File: config.mk
export PLATFORM = sky130hd
export DESIGN_NAME = id_ex_pipeline_register
export DESIGN_NICKNAME = d
export VERILOG_FILES = /design/src/rtl/id_ex_pipeline_register_pkg.sv /design/src/rtl/id_ex_pipeline_register_pipe_reg_en_clr.sv /design/src/rtl/id_ex_pipeline_register.sv
export SDC_FILE = /design/constraint.sdc
export NUM_CORES = 1
export LEC_CHECK = 0
export BUFFER_PORTS_ARGS = -buffer_cell sky130_fd_sc_hd__buf_2
export CAP_MARGIN = 5
export CORE_ASPECT_RATIO = 0.75
export CORE_UTILIZATION = 35
export DETAILED_ROUTE_END_ITERATION = 12
export PLACE_DENSITY = 0.72
export REMOVE_ABC_BUFFERS = 1
export SKIP_CTS_REPAIR_TIMING = 1
export SLEW_MARGIN = 20
export SYNTH_ARGS = -nofsm -noshare
export SYNTH_HDL_FRONTEND = slang
export SYNTH_HIERARCHICAL = 1
export SYNTH_SLANG_ARGS = --single-unit
File: constraint.sdc
create_clock -name clk_i -period 9.4 [get_ports clk_i]
set_input_delay 1.88 -clock clk_i [delete_from_list [all_inputs] [get_ports clk_i]]
set_output_delay 1.88 -clock clk_i [all_outputs]
set_load 0.01 [all_outputs]
File: src/rtl/id_ex_pipeline_register_pkg.sv
// Shared definitions for the ID/EX pipeline register: ALU op class encodings,
// control bundle layout and register address width.
package id_ex_pipeline_register_pkg;

  localparam int unsigned REG_ADDR_W = 5;
  localparam int unsigned FUNCT_W    = 10;
  localparam int unsigned ALU_OP_W   = 2;
  localparam int unsigned CTRL_W     = 7;

  // Bit offsets of each control field inside the CTRL_W-wide control bundle
  localparam int unsigned CTRL_ALU_OP_LSB  = 0;
  localparam int unsigned CTRL_ALU_SRC     = 2;
  localparam int unsigned CTRL_MEM_WRITE   = 3;
  localparam int unsigned CTRL_MEM_READ    = 4;
  localparam int unsigned CTRL_MEM_TO_REG  = 5;
  localparam int unsigned CTRL_REG_WRITE   = 6;

  typedef enum logic [ALU_OP_W-1:0] {
    ALU_LOAD_STORE = 2'b00,
    ALU_BRANCH     = 2'b01,
    ALU_RTYPE      = 2'b10,
    ALU_ITYPE      = 2'b11
  } alu_op_e;

  // Field order matches the CTRL_* offsets above (MSB first)
  typedef struct packed {
    logic    reg_write;
    logic    mem_to_reg;
    logic    mem_read;
    logic    mem_write;
    logic    alu_src;
    alu_op_e alu_op;
  } ctrl_t;

  // Control plus register-address bundle carried through the stage
  typedef struct packed {
    logic                  valid;
    ctrl_t                 ctrl;
    logic [REG_ADDR_W-1:0] rs1_addr;
    logic [REG_ADDR_W-1:0] rs2_addr;
    logic [REG_ADDR_W-1:0] rd_addr;
  } ca_bundle_t;

  localparam int unsigned CA_W = $bits(ca_bundle_t);

endpackage

File: src/rtl/id_ex_pipeline_register_pipe_reg_en_clr.sv
// Width-parameterised pipeline register.
// Ports: clk/rst (async, active-high), en (load when 1, hold when 0),
// clr (synchronous clear, effective only when en=1), d/q data.
module pipe_reg_en_clr #(
  parameter int unsigned W = 8
) (
  input  logic         clk,
  input  logic         rst,
  input  logic         en,
  input  logic         clr,
  input  logic [W-1:0] d,
  output logic [W-1:0] q
);

  // Hold has priority over clear so a stalled stage never drops its contents
  always_ff @(posedge clk or posedge rst) begin
    if (rst) begin
      q <= '0;
    end else if (en) begin
      q <= clr ? '0 : d;
    end
  end

endmodule

File: src/rtl/id_ex_pipeline_register.sv
// ID/EX stage register of the 5-stage RISC-V core.
// Inputs:  clk_i, rst_i (async active-high), memStall_i (hold), hazard_i and
//          flush_i (bubble), ID_* decoded instruction fields.
// Outputs: EX_* registered copies of the ID_* fields, bubbleCount_o
//          saturating count of load-use bubbles.
module id_ex_pipeline_register
  import id_ex_pipeline_register_pkg::*;
#(
  parameter int unsigned DATA_W       = 32,
  parameter int unsigned BUBBLE_CNT_W = 16
) (
  input  logic                    clk_i,
  input  logic                    rst_i,
  input  logic                    memStall_i,
  input  logic                    hazard_i,
  input  logic                    flush_i,
  input  logic                    ID_valid_i,
  input  logic                    ID_regWrite_i,
  input  logic                    ID_memToReg_i,
  input  logic                    ID_memRead_i,
  input  logic                    ID_memWrite_i,
  input  logic                    ID_aluSrc_i,
  input  logic [ALU_OP_W-1:0]     ID_aluOp_i,
  input  logic [DATA_W-1:0]       ID_pc_i,
  input  logic [DATA_W-1:0]       ID_rs1Data_i,
  input  logic [DATA_W-1:0]       ID_rs2Data_i,
  input  logic [DATA_W-1:0]       ID_imm_i,
  input  logic [FUNCT_W-1:0]      ID_funct_i,
  input  logic [REG_ADDR_W-1:0]   ID_rs1Addr_i,
  input  logic [REG_ADDR_W-1:0]   ID_rs2Addr_i,
  input  logic [REG_ADDR_W-1:0]   ID_rdAddr_i,
  output logic                    EX_valid_o,
  output logic                    EX_regWrite_o,
  output logic                    EX_memToReg_o,
  output logic                    EX_memRead_o,
  output logic                    EX_memWrite_o,
  output logic                    EX_aluSrc_o,
  output logic [ALU_OP_W-1:0]     EX_aluOp_o,
  output logic [DATA_W-1:0]       EX_pc_o,
  output logic [DATA_W-1:0]       EX_rs1Data_o,
  output logic [DATA_W-1:0]       EX_rs2Data_o,
  output logic [DATA_W-1:0]       EX_imm_o,
  output logic [FUNCT_W-1:0]      EX_funct_o,
  output logic [REG_ADDR_W-1:0]   EX_rs1Addr_o,
  output logic [REG_ADDR_W-1:0]   EX_rs2Addr_o,
  output logic [REG_ADDR_W-1:0]   EX_rdAddr_o,
  output logic [BUBBLE_CNT_W-1:0] bubbleCount_o
);

  localparam int unsigned DATA_BUNDLE_W = 4 * DATA_W + FUNCT_W;

  ca_bundle_t               ca_d;
  ca_bundle_t               ca_q;
  logic [CA_W-1:0]          ca_q_bits;
  logic [DATA_BUNDLE_W-1:0] data_d;
  logic [DATA_BUNDLE_W-1:0] data_q;
  logic                     load_en;
  logic                     bubble;
  logic [BUBBLE_CNT_W-1:0]  bubble_cnt;

  assign load_en = ~memStall_i;
  assign bubble  = flush_i | hazard_i;

  // An invalid ID slot must not write anything, so its control and rd are zeroed
  always_comb begin
    ca_d                 = '0;
    ca_d.valid           = ID_valid_i;
    ca_d.ctrl.reg_write  = ID_regWrite_i & ID_valid_i;
    ca_d.ctrl.mem_to_reg = ID_memToReg_i & ID_valid_i;
    ca_d.ctrl.mem_read   = ID_memRead_i  & ID_valid_i;
    ca_d.ctrl.mem_write  = ID_memWrite_i & ID_valid_i;
    ca_d.ctrl.alu_src    = ID_aluSrc_i   & ID_valid_i;
    ca_d.ctrl.alu_op     = alu_op_e'(ID_aluOp_i & {ALU_OP_W{ID_valid_i}});
    ca_d.rs1_addr        = ID_rs1Addr_i;
    ca_d.rs2_addr        = ID_rs2Addr_i;
    ca_d.rd_addr         = ID_rdAddr_i & {REG_ADDR_W{ID_valid_i}};
  end

  assign data_d = {ID_pc_i, ID_rs1Data_i, ID_rs2Data_i, ID_imm_i, ID_funct_i};

  // Control and address bundle
  pipe_reg_en_clr #(.W(CA_W)) u_ca_reg (
    .clk (clk_i),
    .rst (rst_i),
    .en  (load_en),
    .clr (bubble),
    .d   (ca_d),
    .q   (ca_q_bits)
  );

  // Operand, immediate, PC and funct bundle
  pipe_reg_en_clr #(.W(DATA_BUNDLE_W)) u_data_reg (
    .clk (clk_i),
    .rst (rst_i),
    .en  (load_en),
    .clr (bubble),
    .d   (data_d),
    .q   (data_q)
  );

  assign ca_q = ca_bundle_t'(ca_q_bits);

  assign EX_valid_o    = ca_q.valid;
  assign EX_regWrite_o = ca_q.ctrl.reg_write;
  assign EX_memToReg_o = ca_q.ctrl.mem_to_reg;
  assign EX_memRead_o  = ca_q.ctrl.mem_read;
  assign EX_memWrite_o = ca_q.ctrl.mem_write;
  assign EX_aluSrc_o   = ca_q.ctrl.alu_src;
  assign EX_aluOp_o    = ca_q.ctrl.alu_op;
  assign EX_rs1Addr_o  = ca_q.rs1_addr;
  assign EX_rs2Addr_o  = ca_q.rs2_addr;
  assign EX_rdAddr_o   = ca_q.rd_addr;

  assign {EX_pc_o, EX_rs1Data_o, EX_rs2Data_o, EX_imm_o, EX_funct_o} = data_q;

  // Load-use bubble counter: counts hazard bubbles only, saturates at all-ones
  always_ff @(posedge clk_i or posedge rst_i) begin
    if (rst_i) begin
      bubble_cnt <= '0;
    end else if (load_en && hazard_i && (bubble_cnt != '1)) begin
      bubble_cnt <= bubble_cnt + BUBBLE_CNT_W'(1);
    end
  end

  assign bubbleCount_o = bubble_cnt;

endmodule

Word level (Yosys, flattened, before mapping) --
Cells that the tools add are included. W data, S select, Z words.
Word-level totals: logic and storage cells 18, output and inout bits 177, bits in registers 177, input bits 166
Cells by class: bitwise gates (word level) 9, muxes and demuxes 2, add/sub/neg operators 1, equal/unequal tests 1, reductions and logical operators 2
Operators by type and width (count):
- $mux W138 | 1
- $mux W23 | 1
- $add A16 B1 Y16 const B | 1
- $ne A16 B16 Y1 const B | 1
- $and A1 B1 Y1 | 5
- $and A5 B5 Y5 | 1
- $and A2 B2 Y2 | 1
- $logic_and A1 B1 Y1 | 2
- $not A1 Y1 | 1
- $or A1 B1 Y1 | 1

Logic depth before layout (Yosys ltp) --
Gate-level depths: netlist (run 1).
depth after elaboration 3, depth in mapped cells 5, depth with buffers taken out 5

Cells and area by module --
The synthesis (run 1) kept the hierarchy.
By module, submodules not included:
- pipe_reg_en_clr at u_data_reg | instances 1, cells each 310, area each 4921.0 um^2, sequential area each 3453.3 um^2
- id_ex_pipeline_register | instances 1, cells each 92, area each 934.6 um^2, sequential area each 400.4 um^2
- pipe_reg_en_clr at u_ca_reg | instances 1, cells each 54, area each 834.6 um^2, sequential area each 575.6 um^2

Least setup slack after synthesis (run 1) --
OpenSTA, ideal clock, no wires.
path kind input to register, start point input hazard_i, end point register u_data_reg.q[0], buffers on the path 2, arrival 2.773 ns, stages on the path 5, required time 9.335 ns, setup slack 6.561 ns, cell sequence or2_2 > nor2b_2 > buf_4 > buf_6 > a22o_1
On the way: cells in the longest elaborated chain, start to end 2
Ends and longest elaborated chain:
- start, declared | RTL line id_ex_pipeline_register.sv:15 | input logic hazard_i,
- $or A1 B1 Y1 | RTL line id_ex_pipeline_register.sv:62 | assign bubble = flush_i | hazard_i;
- $mux W138 | RTL line id_ex_pipeline_register_pipe_reg_en_clr.sv:20 | q <= clr ? '0 : d;
- end signal, assigned | RTL line id_ex_pipeline_register_pipe_reg_en_clr.sv:20
- end, declared | RTL line id_ex_pipeline_register_pipe_reg_en_clr.sv:12 | output logic [W-1:0] q
Every way passes these cells. A chain may end at the register's enable or synchronous reset.

Final worst setup path (run 1) --
start point input hazard_i, end point register u_data_reg.q[20]
On the way: cells in the longest elaborated chain, start to end 2
Ends and longest elaborated chain:
- $or A1 B1 Y1 | RTL line id_ex_pipeline_register.sv:62
- via bubble | RTL line id_ex_pipeline_register.sv:58 | logic bubble;
- $mux W138 | RTL line id_ex_pipeline_register_pipe_reg_en_clr.sv:20
The timed path passes the listed nets, and every way through them passes these cells.

==> results.py, run 1 <==
metrics = {
    "outcome": {
        "status": "completed",
    },
    "timing": {
        "setup_viol_count_final": 0,
        "period_share_pct": 42.84,
        "rsz0062_at_grt": "false",
        "whs_ns": 0.4949,
        "slew_headroom_pct": 33.96,
        "finalClockSkew_ns": 0.005339,
        "fmax_ghz": 0.2483,
        "finalCriticalPeriod_ns": 4.027,
        "finalMaxSlewViolations": 0,
        "tns_ns": 0,
        "hold_viol": 0,
        "worst_pin_slew_ns": 0.9886,
    },
    "drt": {
        "avgRoutedWirePerCell_um": 16.53,
        "drtPass1Iterations": 6,
        "drt_wl_total_um": 17270,
        "drc": 0,
        "ant_nets": 0,
        "vias_per_cell": 4.919,
        "vias": 5140,
        "drt_iter0_drc": 370,
    },
    "yosys": {
        "synthTopCellsByArea": "dfrtp_1 66%, a22o_1 21%, buf_6 2.7%",
        "synth.cell_area_um2": 6690,
        "ys_types": 43,
        "synth_edf_count": 0,
        "yosysWarnings": 6,
        "synth_top_area_cell": "dfrtp_1",
        "ys_seq_elements": 177,
        "async_reset_ff_share_pct": 100.0,
        "synth_most_common_cell": "dfrtp_1",
        "synthCells": 456,
        "synthTopCellsByCount": "177 x dfrtp_1, 159 x a22o_1, 16 x buf_2, 16 x buf_6, 12 x and2_1",
        "ys.flop_type": "dfrtp_1",
        "synth_top_cell_area_share_pct": 66.21,
        "ys_seq_area_share_pct": 66.21,
        "syn_avg_cell_area_um2": 14.67,
    },
    "flow_run": {
        "drv_cap": 0,
    },
    "die": {
        "core-area_um2": 18620,
        "die_x_um": 161.6,
        "ios": 343,
        "chipHeight_um": 121.7,
        "row_count": 43,
        "start_util_pct": 35.94,
        "die_area_um2": 19680,
    },
    "global_route": {
        "grt-ovfl-total": 0,
        "grt_max_degree": 96,
        "track_usage_pct": 17.16,
        "grt_pass1_wl_um": 26500,
        "antenna_found_initial": 0,
        "first_global_vias": 4847,
    },
    "power": {
        "leakage_nw": 5.068,
        "power_switching_uw": 473.4,
        "ir_drop_mv": 0.1028,
        "p_per_area_nw_per_um2": 193.1,
        "internal_power_mw": 1.274,
        "p_comb_share_pct": 12.4,
        "sw_frac_of_total_pct": 27.09,
        "p_seq_share_pct": 48.7,
        "clockPowerShare_pct": 38.9,
        "power_mw": 1.747,
    },
    "clocking": {
        "cts_made_buffers": 17,
        "clkTransAtPathRegs_ns": 0.07,
        "cts.path.max_buffers": 2,
        "clock_sinks": 177,
        "cts_tree": "built",
        "cts-htree-levels": 4,
        "clockRootBuffer": "clkbuf_16",
        "clk_latency_ns": 0.41,
    },
    "setup_path": {
        "path_class": "in -> reg",
        "cp_slowest_cell": "buf_4",
        "r2r_cells": 4,
        "slowest_delay_ns": 0.89,
        "worstPathRequired_ns": 9.75,
        "critPathLaunchType": "primary input",
        "path_max_fanout": 95,
        "worstPathArrival_ns": 4.38,
        "end_kind": "flip-flop",
        "cp_cell_sequence": "buf_2 > or2_2 > nor2b_4 > buf_4 > a22o_1",
    },
    "finish": {
        "nFillCells": 1718,
        "nets": 952,
        "antennaDiodeCount": 0,
        "drive_above_1_share_pct": 49.50,
        "area_growth_pct": 35.29,
    },
    "placement": {
        "port_buffers": 342,
        "gp_congestion": 0.8251,
        "hpwl_um": 11970,
    },
    "hold_path": {
        "hold_depth": 1,
        "hold_path.class": "reg -> reg",
    },
}
## final timing paths
path / slack [ns] / from / end
min in group asynchronous: 1.60 / rst_i / bubbleCount_o[2]
min reg2reg: 0.49 / u_ca_reg/q[21] / u_ca_reg/q[21]
max: 5.37 / hazard_i / u_data_reg/q[20]
max in group asynchronous: 6.67 / rst_i / u_data_reg/q[62]
min: 0.49 / u_ca_reg/q[21] / u_ca_reg/q[21]
max reg2reg: 7.53 / bubbleCount_o[8] / bubbleCount_o[1]
## logic make-up (layout without fill, tap and decap cells)
kind of cell / Yosys count / after routing / synth area share, %
flops: 177 / 177 / 66.21
compound gates: 168 / 168 / 21.86
simple gates: 55 / 55 / 5.312
buf+inv: 42 / 384 / 4.507
xor+xnor: 8 / 8 / 1.047
mux: 5 / 5 / 0.8789
fa+ha+maj: 1 / 1 / 0.1870
## placed cells by master (no fill, tap or decap), types with 7 or more instances in the layout
cell type,synthesis,routed
buf_2,16,342
dfrtp_1,177,177
a22o_1,159,159
clkbuf_16,0,17
and2_1,12,12
nand3_1,8,8
nand2_1,7,7
## critical path, delay by kind of cell
family                 cells  cell delay (ns)
AOI/OAI and AO/OA          1             0.26
and+or+nand+nor            2             1.15
buffers and inverters      2             1.01
## power groups by stage
stage / clock, mW / sequential, mW / combinational (mW)
after floorplan: 0 / 0.883 / 0.0853
after global placement: 0 / 0.863 / 0.216
after detailed placement: 0 / 0.864 / 0.220
after CTS: 0.702 / 0.850 / 0.220
after global routing: 0.740 / 0.859 / 0.236
final: 0.679 / 0.852 / 0.216
## per-layer routing
layer | up-vias | GRT usage (%) | wire length [µm]
met1 | 2517 | 24.08 | 7842
met5 | - | 0 | 0
met2 | 211 | 26.62 | 8192
met4 | 0 | 5.130 | 202
li1 | 2398 | - | -
met3 | 14 | 3.847 | 1033
## final cells by class
cell class | count | area [µm²] | share of cell area [%]
Sequential cell | 177 | 4429 | 48.94
Clock buffer | 18 | 439.2 | 4.852
Multi-Input combinational cell | 237 | 1964 | 21.70
Tap cell | 247 | 309.0 | 3.414
Clock inverter | 14 | 141.4 | 1.562
Timing Repair Buffer | 345 | 1734 | 19.16
Inverter | 7 | 33.78 | 0.3732
## registers in the layout (all words and copies together) (netlist names)
name / cells
u_data_reg/q: 138
u_ca_reg/q: 23
bubbleCount_o: 16
## stage by stage
stage,worst slack (ns),util [%],cell area [µm²],instances
6_report,5.373,48.62,9051,1045
2_1_floorplan,3.824,-,6415,421
4_1_cts,5.393,48.62,9051,1045
5_1_grt,5.241,48.62,9051,1045
3_3_place_gp,5.011,45.50,8471,1013
3_5_place_dp,4.951,45.50,8471,1013
Power figures use the tool's default switching activity.
==> run 2: changes to the inputs <==
==> constraint.sdc (replaced) <==
create_clock -name clk_i -period 3.85 [get_ports clk_i]
set_input_delay 0.77 -clock clk_i [delete_from_list [all_inputs] [get_ports clk_i]]
set_output_delay 0.77 -clock clk_i [all_outputs]
set_load 0.01 [all_outputs]
==> results.py, run 2 (synthesis gave the netlist of run 1 again) <==
metrics = {
    "outcome": {
        "status": "completed",
    },
    "global_route": {
        "grt_max_degree": 83,
        "first_global_vias": 5065,
        "track_usage_pct": 17.33,
        "antenna_found_initial": 0,
        "grt_pass1_wl_um": 26720,
        "grt-ovfl-total": 0,
    },
    "power": {
        "ir_drop_mv": 0.2143,
        "p_per_area_nw_per_um2": 471.2,
        "sw_frac_of_total_pct": 27.49,
        "power_switching_mw": 1.175,
        "p_seq_share_pct": 48.5,
        "clockPowerShare_pct": 38.9,
        "leakage_nw": 5.086,
        "p_comb_share_pct": 12.6,
        "internal_power_mw": 3.100,
    },
    "finish": {
        "fin_area_um2": 9075,
        "nFillCells": 1706,
        "drive_above_1_share_pct": 49.56,
        "mostFrequentLayoutCell": "buf_2",
        "nets": 955,
        "area_growth_pct": 35.65,
        "final_cell_mix": "342 x buf_2, 177 x dfrtp_1, 159 x a22o_1",
        "antennaDiodeCount": 0,
        "final_util_pct": 48.75,
        "regMostFlops": "u_data_reg/q",
        "largest_register_ffs": 138,
        "instances_no_fill": 1048,
    },
    "timing": {
        "slew_headroom_pct": 39.67,
        "setup_viol_count_final": 0,
        "tns_ns": 0,
        "worst_pin_slew_ns": 0.9049,
        "finalClockSkew_ns": 0.003175,
        "finalCriticalPeriod_ns": 2.039,
        "finalMaxSlewViolations": 0,
        "setup_ws_ns": 1.811,
        "hold_viol": 0,
        "period_share_pct": 52.97,
        "rsz0062_at_grt": "false",
        "fmax_ghz": 0.4903,
    },
    "clocking": {
        "clockRootBuffer": "clkbuf_16",
        "clkTransAtPathRegs_ns": 0.07,
        "cts_tree": "built",
        "clk_latency_ns": 0.42,
        "cts_made_buffers": 17,
        "cts-htree-levels": 4,
        "clock_sinks": 177,
        "cts.path.max_buffers": 2,
    },
    "setup_path": {
        "worstPathRequired_ns": 4.20,
        "slowest_delay_ns": 0.64,
        "r2r_cells": 4,
        "end_kind": "flip-flop",
        "rrSetupSlack_ns": 1.99,
        "path_class": "in -> reg",
        "r2r-end": "bubbleCount_o[1]",
        "worstPathArrival_ns": 2.39,
        "path_max_fanout": 82,
        "cp_slowest_cell": "buf_4",
        "worstReg2RegStart": "bubbleCount_o[8]",
        "cp_cell_sequence": "buf_2 > or2_2 > nor2b_4 > buf_4 > a22o_1",
        "critPathLaunchType": "primary input",
    },
    "drt": {
        "drt_iter0_drc": 381,
        "ant_nets": 0,
        "drt_wl_total_um": 17480,
        "vias_per_cell": 4.880,
        "drtPass1Iterations": 5,
        "vias": 5114,
        "avgRoutedWirePerCell_um": 16.68,
        "drc": 0,
    },
    "placement": {
        "dp.cells": 1016,
        "hpwl_um": 12030,
        "port_buffers": 342,
        "post-place-ws_ns": 1.429,
        "gp_congestion": 0.7985,
        "dpl-instance-area_um2": 8506,
    },
    "die": {
        "core-area_um2": 18620,
        "die_area_um2": 19680,
        "ios": 343,
        "chipHeight_um": 121.7,
        "start_util_pct": 35.94,
        "row_count": 43,
        "die_x_um": 161.6,
    },
    "hold_path": {
        "hold_path.class": "in -> async",
    },
    "flow_run": {
        "drv_cap": 0,
    },
}
run 2: final cells by class:
| cell class | count | area [µm²] | area share (%) |
|---|---|---|---|
| Clock inverter | 14 | 140.1 | 1.544 |
| Sequential cell | 177 | 4429 | 48.81 |
| Multi-Input combinational cell | 237 | 1964 | 21.65 |
| Clock buffer | 18 | 429.2 | 4.729 |
| Timing Repair Buffer | 348 | 1769 | 19.50 |
| Inverter | 7 | 33.78 | 0.3723 |
| Tap cell | 247 | 309.0 | 3.405 |
run 2: metal layers:
metal | track usage (%) | wire, µm
met3 | 4.494 | 927
met2 | 27.32 | 8180
met4 | 4.894 | 197
met5 | 0 | 0
met1 | 23.66 | 8171
run 2: how the worst max path moves through the flow:
| stage | cells past startpoint | startpoint | to |
|---|---|---|---|
| 2_1_floorplan | 1 | rst_i | u_data_reg/q[0] |
| 3_3_place_gp | 5 | hazard_i | u_data_reg/q[104] |
| 3_5_place_dp | 5 | hazard_i | u_data_reg/q[108] |
| 4_1_cts | 5 | hazard_i | u_data_reg/q[77] |
| 5_1_grt | 5 | hazard_i | u_data_reg/q[30] |
| 6_report | 5 | hazard_i | u_data_reg/q[116] |
run 2: stage by stage:
stage                     power [mW]  hold slack [ns]
after floorplan                2.365           0.5213
after global placement         2.643           0.4775
after detailed placement       2.652           0.4767
after CTS                      4.326           0.4737
after global routing           4.461           0.4930
final                          4.276           0.4661
run 2: power groups by stage:
stage | registers (mW) | clock network (mW) | logic, mW
after floorplan | 2.16 | 0 | 0.208
after global routing | 2.09 | 1.78 | 0.585
final | 2.08 | 1.66 | 0.538
after global placement | 2.11 | 0 | 0.534
after CTS | 2.07 | 1.71 | 0.545
after detailed placement | 2.11 | 0 | 0.546
run 2: critical path: cells and delay by family:
family | cells | cell delay, ns
AOI/OAI and AO/OA | 1 | 0.25
buffers and inverters | 2 | 0.77
and+or+nand+nor | 2 | 0.49
==> run 3: changes to the inputs <==
==> constraint.sdc (replaced) <==
create_clock -name clk_i -period 1.9 [get_ports clk_i]
set_input_delay 0.38 -clock clk_i [delete_from_list [all_inputs] [get_ports clk_i]]
set_output_delay 0.38 -clock clk_i [all_outputs]
set_load 0.01 [all_outputs]
==> results.py, run 3 (synthesis gave the netlist of run 1 again) <==
metrics = {
    "finish": {
        "area_growth_pct": 37.87,
        "largest_register_ffs": 138,
        "mostFrequentLayoutCell": "buf_2",
        "drive_above_1_share_pct": 50.37,
        "final_cell_mix": "342 x buf_2, 176 x dfrtp_1, 159 x a22o_1",
        "nets": 966,
        "instances_no_fill": 1059,
        "final_util_pct": 49.55,
        "regMostFlops": "u_data_reg/q",
        "antennaDiodeCount": 0,
    },
    "global_route": {
        "antenna_found_initial": 0,
        "track_usage_pct": 17.15,
        "grt_pass1_wl_um": 26360,
        "first_global_vias": 5038,
        "grt-ovfl-total": 0,
        "grt_max_degree": 84,
    },
    "drt": {
        "drt_wl_total_um": 17250,
        "drtPass1Iterations": 4,
        "ant_nets": 0,
        "wl_met3_um": 975,
        "avgRoutedWirePerCell_um": 16.29,
        "drc": 0,
        "vias": 5164,
        "routed.top_layer": "met4",
        "dr_wl_met2_um": 8136,
        "vias_per_cell": 4.876,
        "met1Wirelength_um": 7888,
        "drt_iter0_drc": 390,
    },
    "die": {
        "die_x_um": 161.6,
        "core-area_um2": 18620,
        "start_util_pct": 35.94,
        "ios": 343,
        "chipHeight_um": 121.7,
        "row_count": 43,
        "die_area_um2": 19680,
    },
    "timing": {
        "period_share_pct": 94.54,
        "finalClockSkew_ns": 0.003561,
        "worst_pin_slew_ns": 0.5921,
        "fmax_ghz": 0.5567,
        "rsz0062_at_grt": "false",
        "finalCriticalPeriod_ns": 1.796,
        "hold_viol": 0,
        "setup_viol_count_final": 0,
        "slew_headroom_pct": 60.48,
        "finalMaxSlewViolations": 0,
    },
    "clocking": {
        "clockRootBuffer": "clkbuf_16",
        "clkTransAtPathRegs_ns": 0.07,
        "cts_tree": "built",
        "cts-htree-levels": 4,
        "cts.path.max_buffers": 2,
        "clock_sinks": 177,
        "clk_latency_ns": 0.41,
        "cts_made_buffers": 17,
    },
    "power": {
        "ir_drop_mv": 0.5626,
        "power_mw": 8.737,
        "p_per_area_nw_per_um2": 947.2,
        "leakage_nw": 5.162,
    },
    "setup_path": {
        "end_kind": "flip-flop",
        "rrSetupSlack_ns": 0.10,
        "r2r-end": "bubbleCount_o[1]",
        "worstReg2RegStart": "bubbleCount_o[9]",
        "critPathLaunchType": "flip-flop",
        "path_class": "reg -> reg",
        "worstPathArrival_ns": 2.10,
        "crit_path_start": "bubbleCount_o[9]",
        "worstPathRequired_ns": 2.20,
        "path_max_fanout": 5,
        "r2r_cells": 4,
    },
    "placement": {
        "dp.cells": 1026,
        "gp_congestion": 0.7878,
        "port_buffers": 342,
        "hpwl_um": 12230,
    },
    "hold_path": {
        "hold_depth": 2,
        "hold_path_startpoint": "ID_rs1Data_i[19]",
        "hold_path.class": "in -> reg",
        "worstHoldEndpoint": "u_data_reg/q[93]",
    },
    "outcome": {
        "status": "completed",
    },
    "flow_run": {
        "drv_cap": 0,
    },
}
run 3: cell count changes in the layout (fill, tap and decap cells not counted), sizes merged:
cell	before	now
buf	348	358
dlygate4sd3	0	1
run 3: layout make-up:
class                   count  area (µm²)
flip-flops and latches    177        4431
fillers                  1724        9392
clock inverters            14       142.6
clock buffers              18       439.2
repair buffers            359        1904
well taps                 247       309.0
inverters                   7       33.78
multi-input cells         237        1964
run 3: worst max-delay path by stage:
stage | endpoint | slack [ns] | cells after the start
3_3_place_gp | bubbleCount_o[1] | 0.16 | 4
4_1_cts | bubbleCount_o[1] | 0.1 | 5
2_1_floorplan | u_data_reg/q[0] | -2.18 | 1
3_5_place_dp | bubbleCount_o[1] | 0.11 | 5
6_report | bubbleCount_o[1] | 0.10 | 4
5_1_grt | bubbleCount_o[1] | 0.03 | 4
run 3: power by group:
part	switching (mW)	total [mW]	internal, mW
registers	0.180	4.19	4.01
logic	0.594	1.15	0.560
clock network	1.60	3.39	1.79
run 3: critical path, cell delays in order, from the launching register on:
cell	delay, ns
dfrtp_1	0.43
nand4_1	0.20
or4_4	0.60
and2_4	0.17
mux2_4	0.28
run 3: per-stage QoR:
step / hold slack (ns) / TNS (ns) / worst slack, ns / instance area (µm²)
floorplan: 0.2937 / -553.03 / -2.176 / 6415
global placement: 0.4258 / 0 / 0.1601 / 8631
detailed placement: 0.4350 / 0 / 0.1074 / 8631
CTS: -0.01826 / 0 / 0.09687 / 9213
global route: 0.1454 / 0 / 0.02805 / 9224
finish: 0.1732 / 0 / 0.1037 / 9224
run 3: per-layer routing:
| layer | vias up | global-route usage (%) |
|---|---|---|
| met5 | - | 0 |
| met4 | 0 | 5.248 |
| met3 | 18 | 4.358 |
| met2 | 198 | 27.02 |
| met1 | 2527 | 23.34 |
| li1 | 2421 | - |
